File: src/rtl/pc_next_unit_if.sv
// Fetch-side bundle between the ID stage/hazard unit and the PC register.
// Carries the redirect request from ID and returns the IF fetch address.
interface pc_next_unit_if;
    logic        stall;
    logic [1:0]  PCSel;
    logic        Branch;
    logic [31:0] PC_D;
    logic [15:0] Imm16_D;
    logic [25:0] Index26_D;
    logic [31:0] RS_D;
    logic [31:0] PC_F;
    logic [31:0] PC4_F;
    logic        Misalign_F;
    logic [31:0] BrTotal;
    logic [31:0] BrTaken;

    modport master (
        output stall, PCSel, Branch, PC_D, Imm16_D, Index26_D, RS_D,
        input  PC_F, PC4_F, Misalign_F, BrTotal, BrTaken
    );

    modport slave (
        input  stall, PCSel, Branch, PC_D, Imm16_D, Index26_D, RS_D,
        output PC_F, PC4_F, Misalign_F, BrTotal, BrTaken
    );
endinterface

File: src/rtl/pc_next_unit.sv
// PC register and next-PC select; redirects resolve in ID with one delay slot.
// Define PC_BRANCH_STAT_EN to build the BrTotal/BrTaken branch counters.
module pc_next_unit #(
    parameter logic [31:0] RESET_PC = 32'h0000_3000
) (
    input  logic              clk,
    input  logic              reset,
    pc_next_unit_if.slave     pif
);
    logic [31:0] pc_q;
    logic        mis_q;
    logic [31:0] pc4;
    logic [31:0] br_tgt;
    logic [31:0] j_tgt;
    logic [31:0] nxt;
    logic        is_br;

    assign pc4    = pc_q + 32'd4;
    assign is_br  = (pif.PCSel == 2'b01);
    assign br_tgt = pif.PC_D + 32'd4
                  + {{14{pif.Imm16_D[15]}}, pif.Imm16_D, 2'b00};
    assign j_tgt  = {pif.PC_D[31:28], pif.Index26_D, 2'b00};

    always_comb begin
        nxt = pc4;
        unique case (1'b1)
            (is_br && pif.Branch):   nxt = br_tgt;
            (pif.PCSel == 2'b10):    nxt = j_tgt;
            (pif.PCSel == 2'b11):    nxt = pif.RS_D;
            default:                 nxt = pc4;
        endcase
    end

    // Misaligned targets are still loaded; the flag is for the exception logic.
    always_ff @(posedge clk) begin
        if (reset) begin
            pc_q  <= RESET_PC;
            mis_q <= 1'b0;
        end else if (!pif.stall) begin
            pc_q  <= nxt;
            mis_q <= |nxt[1:0];
        end
    end

    assign pif.PC_F       = pc_q;
    assign pif.PC4_F      = pc4;
    assign pif.Misalign_F = mis_q;

`ifdef PC_BRANCH_STAT_EN
    logic [31:0] tot_q;
    logic [31:0] tak_q;

    always_ff @(posedge clk) begin
        if (reset) begin
            tot_q <= 32'h0;
            tak_q <= 32'h0;
        end else if (!pif.stall && is_br) begin
            tot_q <= tot_q + 32'd1;
            if (pif.Branch)
                tak_q <= tak_q + 32'd1;
        end
    end

    assign pif.BrTotal = tot_q;
    assign pif.BrTaken = tak_q;
`else
    assign pif.BrTotal = 32'h0;
    assign pif.BrTaken = 32'h0;
`endif
endmodule

File: src/flat_wrapper.sv
// flat-port wrapper written by rule: the top's interface ports become plain ports
module pc_next_unit_flat 
#(
    parameter logic [31:0] RESET_PC = 32'h0000_3000
)
  (clk, reset, pif_stall, pif_PCSel, pif_Branch, pif_PC_D, pif_Imm16_D, pif_Index26_D, pif_RS_D, pif_PC_F, pif_PC4_F, pif_Misalign_F, pif_BrTotal, pif_BrTaken);
  pc_next_unit_if pif_i ();
  input  logic clk;
  input  logic reset;
  input wire logic [$bits(pif_i.stall)-1:0] pif_stall;
  input wire logic [$bits(pif_i.PCSel)-1:0] pif_PCSel;
  input wire logic [$bits(pif_i.Branch)-1:0] pif_Branch;
  input wire logic [$bits(pif_i.PC_D)-1:0] pif_PC_D;
  input wire logic [$bits(pif_i.Imm16_D)-1:0] pif_Imm16_D;
  input wire logic [$bits(pif_i.Index26_D)-1:0] pif_Index26_D;
  input wire logic [$bits(pif_i.RS_D)-1:0] pif_RS_D;
  output wire logic [$bits(pif_i.PC_F)-1:0] pif_PC_F;
  output wire logic [$bits(pif_i.PC4_F)-1:0] pif_PC4_F;
  output wire logic [$bits(pif_i.Misalign_F)-1:0] pif_Misalign_F;
  output wire logic [$bits(pif_i.BrTotal)-1:0] pif_BrTotal;
  output wire logic [$bits(pif_i.BrTaken)-1:0] pif_BrTaken;
  assign pif_i.stall = pif_stall;
  assign pif_i.PCSel = pif_PCSel;
  assign pif_i.Branch = pif_Branch;
  assign pif_i.PC_D = pif_PC_D;
  assign pif_i.Imm16_D = pif_Imm16_D;
  assign pif_i.Index26_D = pif_Index26_D;
  assign pif_i.RS_D = pif_RS_D;
  assign pif_PC_F = pif_i.PC_F;
  assign pif_PC4_F = pif_i.PC4_F;
  assign pif_Misalign_F = pif_i.Misalign_F;
  assign pif_BrTotal = pif_i.BrTotal;
  assign pif_BrTaken = pif_i.BrTaken;
  pc_next_unit #(.RESET_PC(RESET_PC)) u_core (.clk(clk), .reset(reset), .pif(pif_i));
endmodule
File: config.mk
export PLATFORM = sky130hd
export DESIGN_NAME = pc_next_unit_flat
export DESIGN_NICKNAME = d
export VERILOG_FILES = /design/src/rtl/pc_next_unit_if.sv /design/src/rtl/pc_next_unit.sv /design/src/flat_wrapper.sv
export SDC_FILE = /design/constraint.sdc
export NUM_CORES = 1
export LEC_CHECK = 0
export BUFFER_PORTS_ARGS = -buffer_cell sky130_fd_sc_hd__clkbuf_2
export CAP_MARGIN = 20
export CORE_AREA = 5 5 122 124
export CTS_BUF_LIST = sky130_fd_sc_hd__clkbuf_4
export DETAILED_ROUTE_END_ITERATION = 12
export DIE_AREA = 0 0 127 129
export PLACE_DENSITY = 0.78
export SYNTH_ARGS = -nofsm -noshare
export SYNTH_HDL_FRONTEND = slang
export SYNTH_SLANG_ARGS = --single-unit
File: constraint.sdc
create_clock -name clk -period 3.7 [get_ports clk]
set_input_delay 0.37 -clock clk [delete_from_list [all_inputs] [get_ports clk]]
set_output_delay 0.37 -clock clk [all_outputs]
set_load 0.005 [all_outputs]
==> Yosys cells after proc, flatten, opt, wreduce, memory -nomap -nowiden <==
Cells that the tools add are included.
{ "op_classes": {"addsub": 3, "eq_ne": 3, "muxes": 1, "reduce_logical": 2} }
{ "op_table": {"columns": ["cell", "count"], "rows": [
  ["$pmux 32 s3", 1],
  ["$add 32x3->32 const B", 2],
  ["$add 32x32->32", 1],
  ["$eq 2x2->1 const B", 2],
  ["$eq 2x1->1 const B", 1],
  ["$reduce_or 2->1", 1],
  ["$logic_and 1x1->1", 1]
]} }
{ "totals": {"reg_bits": 33, "inputBits": 112, "elab_cells": 11} }

==> Longest topological paths before layout <==
{ "logic_depth": {"depth_word": 4, "ltp_mapped": 13} }

==> Worst setup path after synthesis <==
OpenSTA, ideal clock, no wires.
{ "synth_path": {"kind": "in2reg", "from": "input pif_Imm16_D[1]", "to": "register u_core.pc_q[31] (netlist: u_core.pif.PC_F[31])", "arrival_time_ns": 2.587, "required_ns": 3.628, "slack_ns": 1.042, "stages": 11, "path_buffers": 0, "path_cell_list": "ha_1 ha_1 inv_1 fa_1 nor2b_1 o2111ai_1 a21oi_1 o41ai_1 o41ai_1 xnor2_1 a2bb2oi_1"} }
{ "synth_via": {"elab_chain_len": 2} }
{ "synth_rtl": {"columns": ["item", "line", "source"], "rows": [
  ["from (decl)", "flat_wrapper.sv:14", "input wire logic [$bits(pif_i.Imm16_D)-1:0] pif_Imm16_D;"],
  ["$add 32x32->32", "pc_next_unit.sv:21", "+ {{14{pif.Imm16_D[15]}}, pif.Imm16_D, 2'b00};"],
  ["$pmux 32 s3", "pc_next_unit.sv:26", "unique case (1'b1)"],
  ["to (signal assigned)", "pc_next_unit.sv:40", "pc_q <= nxt;"],
  ["to (decl)", "pc_next_unit.sv:10", "logic [31:0] pc_q;"]
]} }
No other way between the ends.
A chain may end at the register's enable or synchronous reset.

==> Worst setup path in the final report <==
{ "layout_path": {"from": "register u_core.pc_q[2] (netlist: u_core.pif.PC_F[2])", "to": "output pif_PC4_F[24]"} }
{ "layout_via": {"elab_chain_len": 1} }
{ "layout_rtl": {"columns": ["item", "line", "source"], "rows": [
  ["$add 32x3->32", "pc_next_unit.sv:18", "assign pc4 = pc_q + 32'd4;"],
  ["to (decl)", "flat_wrapper.sv:18", "output wire logic [$bits(pif_i.PC4_F)-1:0] pif_PC4_F;"]
]} }
No other way between the ends.

==> results.toml <==
[run_status]
status = "finished, final reports clean"

[timing]
setup_viol = 0
timing_hold_violations_final = 0
relSlewSlack_pct = 49.3
fmaxAchievable_mhz = 348
post_layout_min_period_ps = 2870
final.setup_skew_ps = 12.2
tightest_slew_ps = 759
final.period_utilization_pct = 77.6
grt_setup_unrepaired = "no"
total_negative_slack_for_setup_checks_ps = 0
finalMaxSlewViolations = 0

[critical_path]
setup.worst_path.start_class = "register"
worstPathMaxFanout = 8
timing.critical_path.to_type = "output port"
critPathMaxStageDelay_ps = 580
critical_path_arrival_ps = 2500
critPathKind = "reg -> out"
timing.critical_path.cells = "ha_1 -> inv_1 -> nor4_4 -> nand2_1 -> nor2_1 -> xor2_1 -> clkbuf_2"
cp_slowest_cell = "nor4_4"
required_ps = 3330

[floorplanning]
die-height_um = 129
die_x_um = 127
initial_utilization_pct = 39.3
coreArea_mm2 = 0.0137
floorplan.rows = 43
num_io_pins = 241
die_area_mm2 = 0.0164

[detailed_routing]
detail_route.wirelength_um = 18100
firstDrtPassIters = 6
postRouteAntennaNets = 0
first_iter_violations = 457
remaining_routing_drc_violations = 0
detail_route.vias_per_cell = 5.48
routed_wire_length_per_instance_um = 17.1
dr_total_vias = 5787

[clock_network]
cts.htree.levels = 2
clock_insertion_delay_worst_skew_ps = 350
postCtsHoldBufs = 0
clockBufferDepth = 2
cts-buffers-inserted = 5
clockRootBuffer = "clkbuf_4"
clkSinkCount = 33
path_clk_slew_ps = 120
postCtsResizedCells = 0
post-cts-setup-buffer-count = 0
tritoncts = "yes"

[cells_and_area]
sequential_cell_area_um2 = 661
flow.area_growth_from_synthesis_pct = 15.0
final_cells = 1056
postLayoutCellArea_mm2 = 0.00617
finish.net_count = 1045
drive_above_1_share_pct = 24.3
fillCellCount = 1407
footprint_of_the_multi_input_gates_mm2 = 0.00420

[synth]
yosysWarningCount = 0
count_of_cell_types_in_the_netlist = 73
mappedNetlistArea_mm2 = 0.00537
async_flop_share_pct = 0
ys_seq_elements = 33
syn_area_per_cell_um2 = 7.41
ys_dominant_reg_cell = "dfxtp_1"
synth.top_cell.area_share_pct = 13.5
seq_area_frac_synth_pct = 12.3
synth_area_leaders = "ha_1 (14%), dfxtp_1 (12%), buf_4 (9.2%), a21oi_1 (6.2%), nand2_1 (5.9%)"
synth-edff-count = 0
synthDominantAreaCellType = "ha_1"
syn-instance-count = 724

[place]
gp_routability_congestion = 0.927
dp.final_hpwl_um = 14700
placed_cell_area_mm2 = 0.00609
placedCellCount = 1047
port_buffers = 176

[job]
maxCapViolations = 0

[power_and_ir_drop]
vdd_ir_drop_max_mv = 0.125
static-leakage-power_nw = 3.08
total_power_consumption_mw = 1.53
p_per_area_mw_per_mm2 = 248

[global_routing]
grt_max_degree = 29
globalRouteTotalUtil_pct = 20.9
grt_pass1_vias = 5428
antenna_found_initial = 2
grt.overflow.total = 0
first_pass_grt_wire_length_um = 27800

[min_path]
hold_path_class = "in -> reg"
kinds of logic after synthesis:
family          synth area share [%]
other cells                   0.0699
simple gates                    22.0
buf+inv                         13.9
flops                           12.3
fa+ha+maj                       13.9
xor+xnor                        7.48
compound gates                  24.4
mux                             6.04
synth_stat cells (all sizes together), types with 12 or more instances:
cell,instances
a21o,12
a21oi,67
and3,14
buf,74
clkbuf,31
dfxtp,33
ha,58
inv,15
mux2i,29
nand2,85
nand3,30
nand4,18
nor2,37
o21ai,47
xnor2,33
xor2,12
placed cells by master, fill, tap and decap left out, types with 8 or more instances in the layout:
master    Yosys  layout
clkbuf_2      0     176
nand2_1      84      84
a21oi_1      67      67
conb_1        1      64
ha_1         58      58
o21ai_0      44      44
nor2_1       36      36
dfxtp_1      33      33
xnor2_1      32      32
mux2i_1      29      29
nand3_1      29      29
inv_1        15      15
nand4_1      15      15
xor2_1       12      12
and3_1       12      12
a21o_1       12      12
nor3_1       10      10
a211oi_1      9       9
a31oi_1       9       9
buf_4        66       9
o21a_1        8       8
through the flow:
stage          setup WS, ps  util, %  hold slack [ps]
2_1_floorplan          1040        -              481
3_3_place_gp            692     44.6              482
3_5_place_dp            640     44.6              486
4_1_cts                 825     45.1              352
5_1_grt                 669     45.2              406
6_report                830     45.2              366
final cells by class:
| cell class | instances | share of cell area (%) |
|---|---|---|
| flip-flops and latches | 33 | 10.7 |
| multi-input cells | 634 | 68.0 |
| repair buffers | 185 | 15.4 |
| inverters | 15 | 0.912 |
| clock inverters | 3 | 0.669 |
| well taps | 180 | 3.65 |
| clock buffers | 5 | 0.608 |
| diodes | 1 | 0.0406 |
sequential cells by signal (all words and copies together) (netlist names):
| register | cells |
|---|---|
| u_core.pif.Misalign_F | 1 |
| u_core.pif.PC_F | 32 |
critical path: cells and delay by family (launching register included):
family	cells	cell delay, ps
AND/OR/NAND/NOR	3	990
flip-flops	1	470
adder cells (fa/ha/maj)	1	270
buffers and inverters	2	250
XOR/XNOR	1	170
where the power goes:
part           leakage (nW)  switching, mW  internal (mW)
Combinational          2.77          0.468          0.333
Sequential            0.272         0.0584          0.386
Clock                0.0389          0.145          0.140
Total                  3.08          0.672          0.858
worst paths after layout:
check                        start                    end  slack, ps  cells past startpoint
max             u_core.pif.PC_F[2]          pif_PC4_F[24]        830                      7
max reg2reg     u_core.pif.PC_F[2]    u_core.pif.PC_F[30]       1310                      8
min reg2reg  u_core.pif.Misalign_F  u_core.pif.Misalign_F        500                      2
min                   pif_RS_D[28]    u_core.pif.PC_F[28]        370                      5
layer usage:
layer | track usage, % | up-vias | wire length (µm)
li1 | - | 2825 | -
met1 | 26.8 | 2651 | 7680
met2 | 33.9 | 278 | 8140
met3 | 5.44 | 31 | 1760
met4 | 7.44 | 2 | 450
met5 | 0 | - | 19
(Power assumes the default switching activity.)
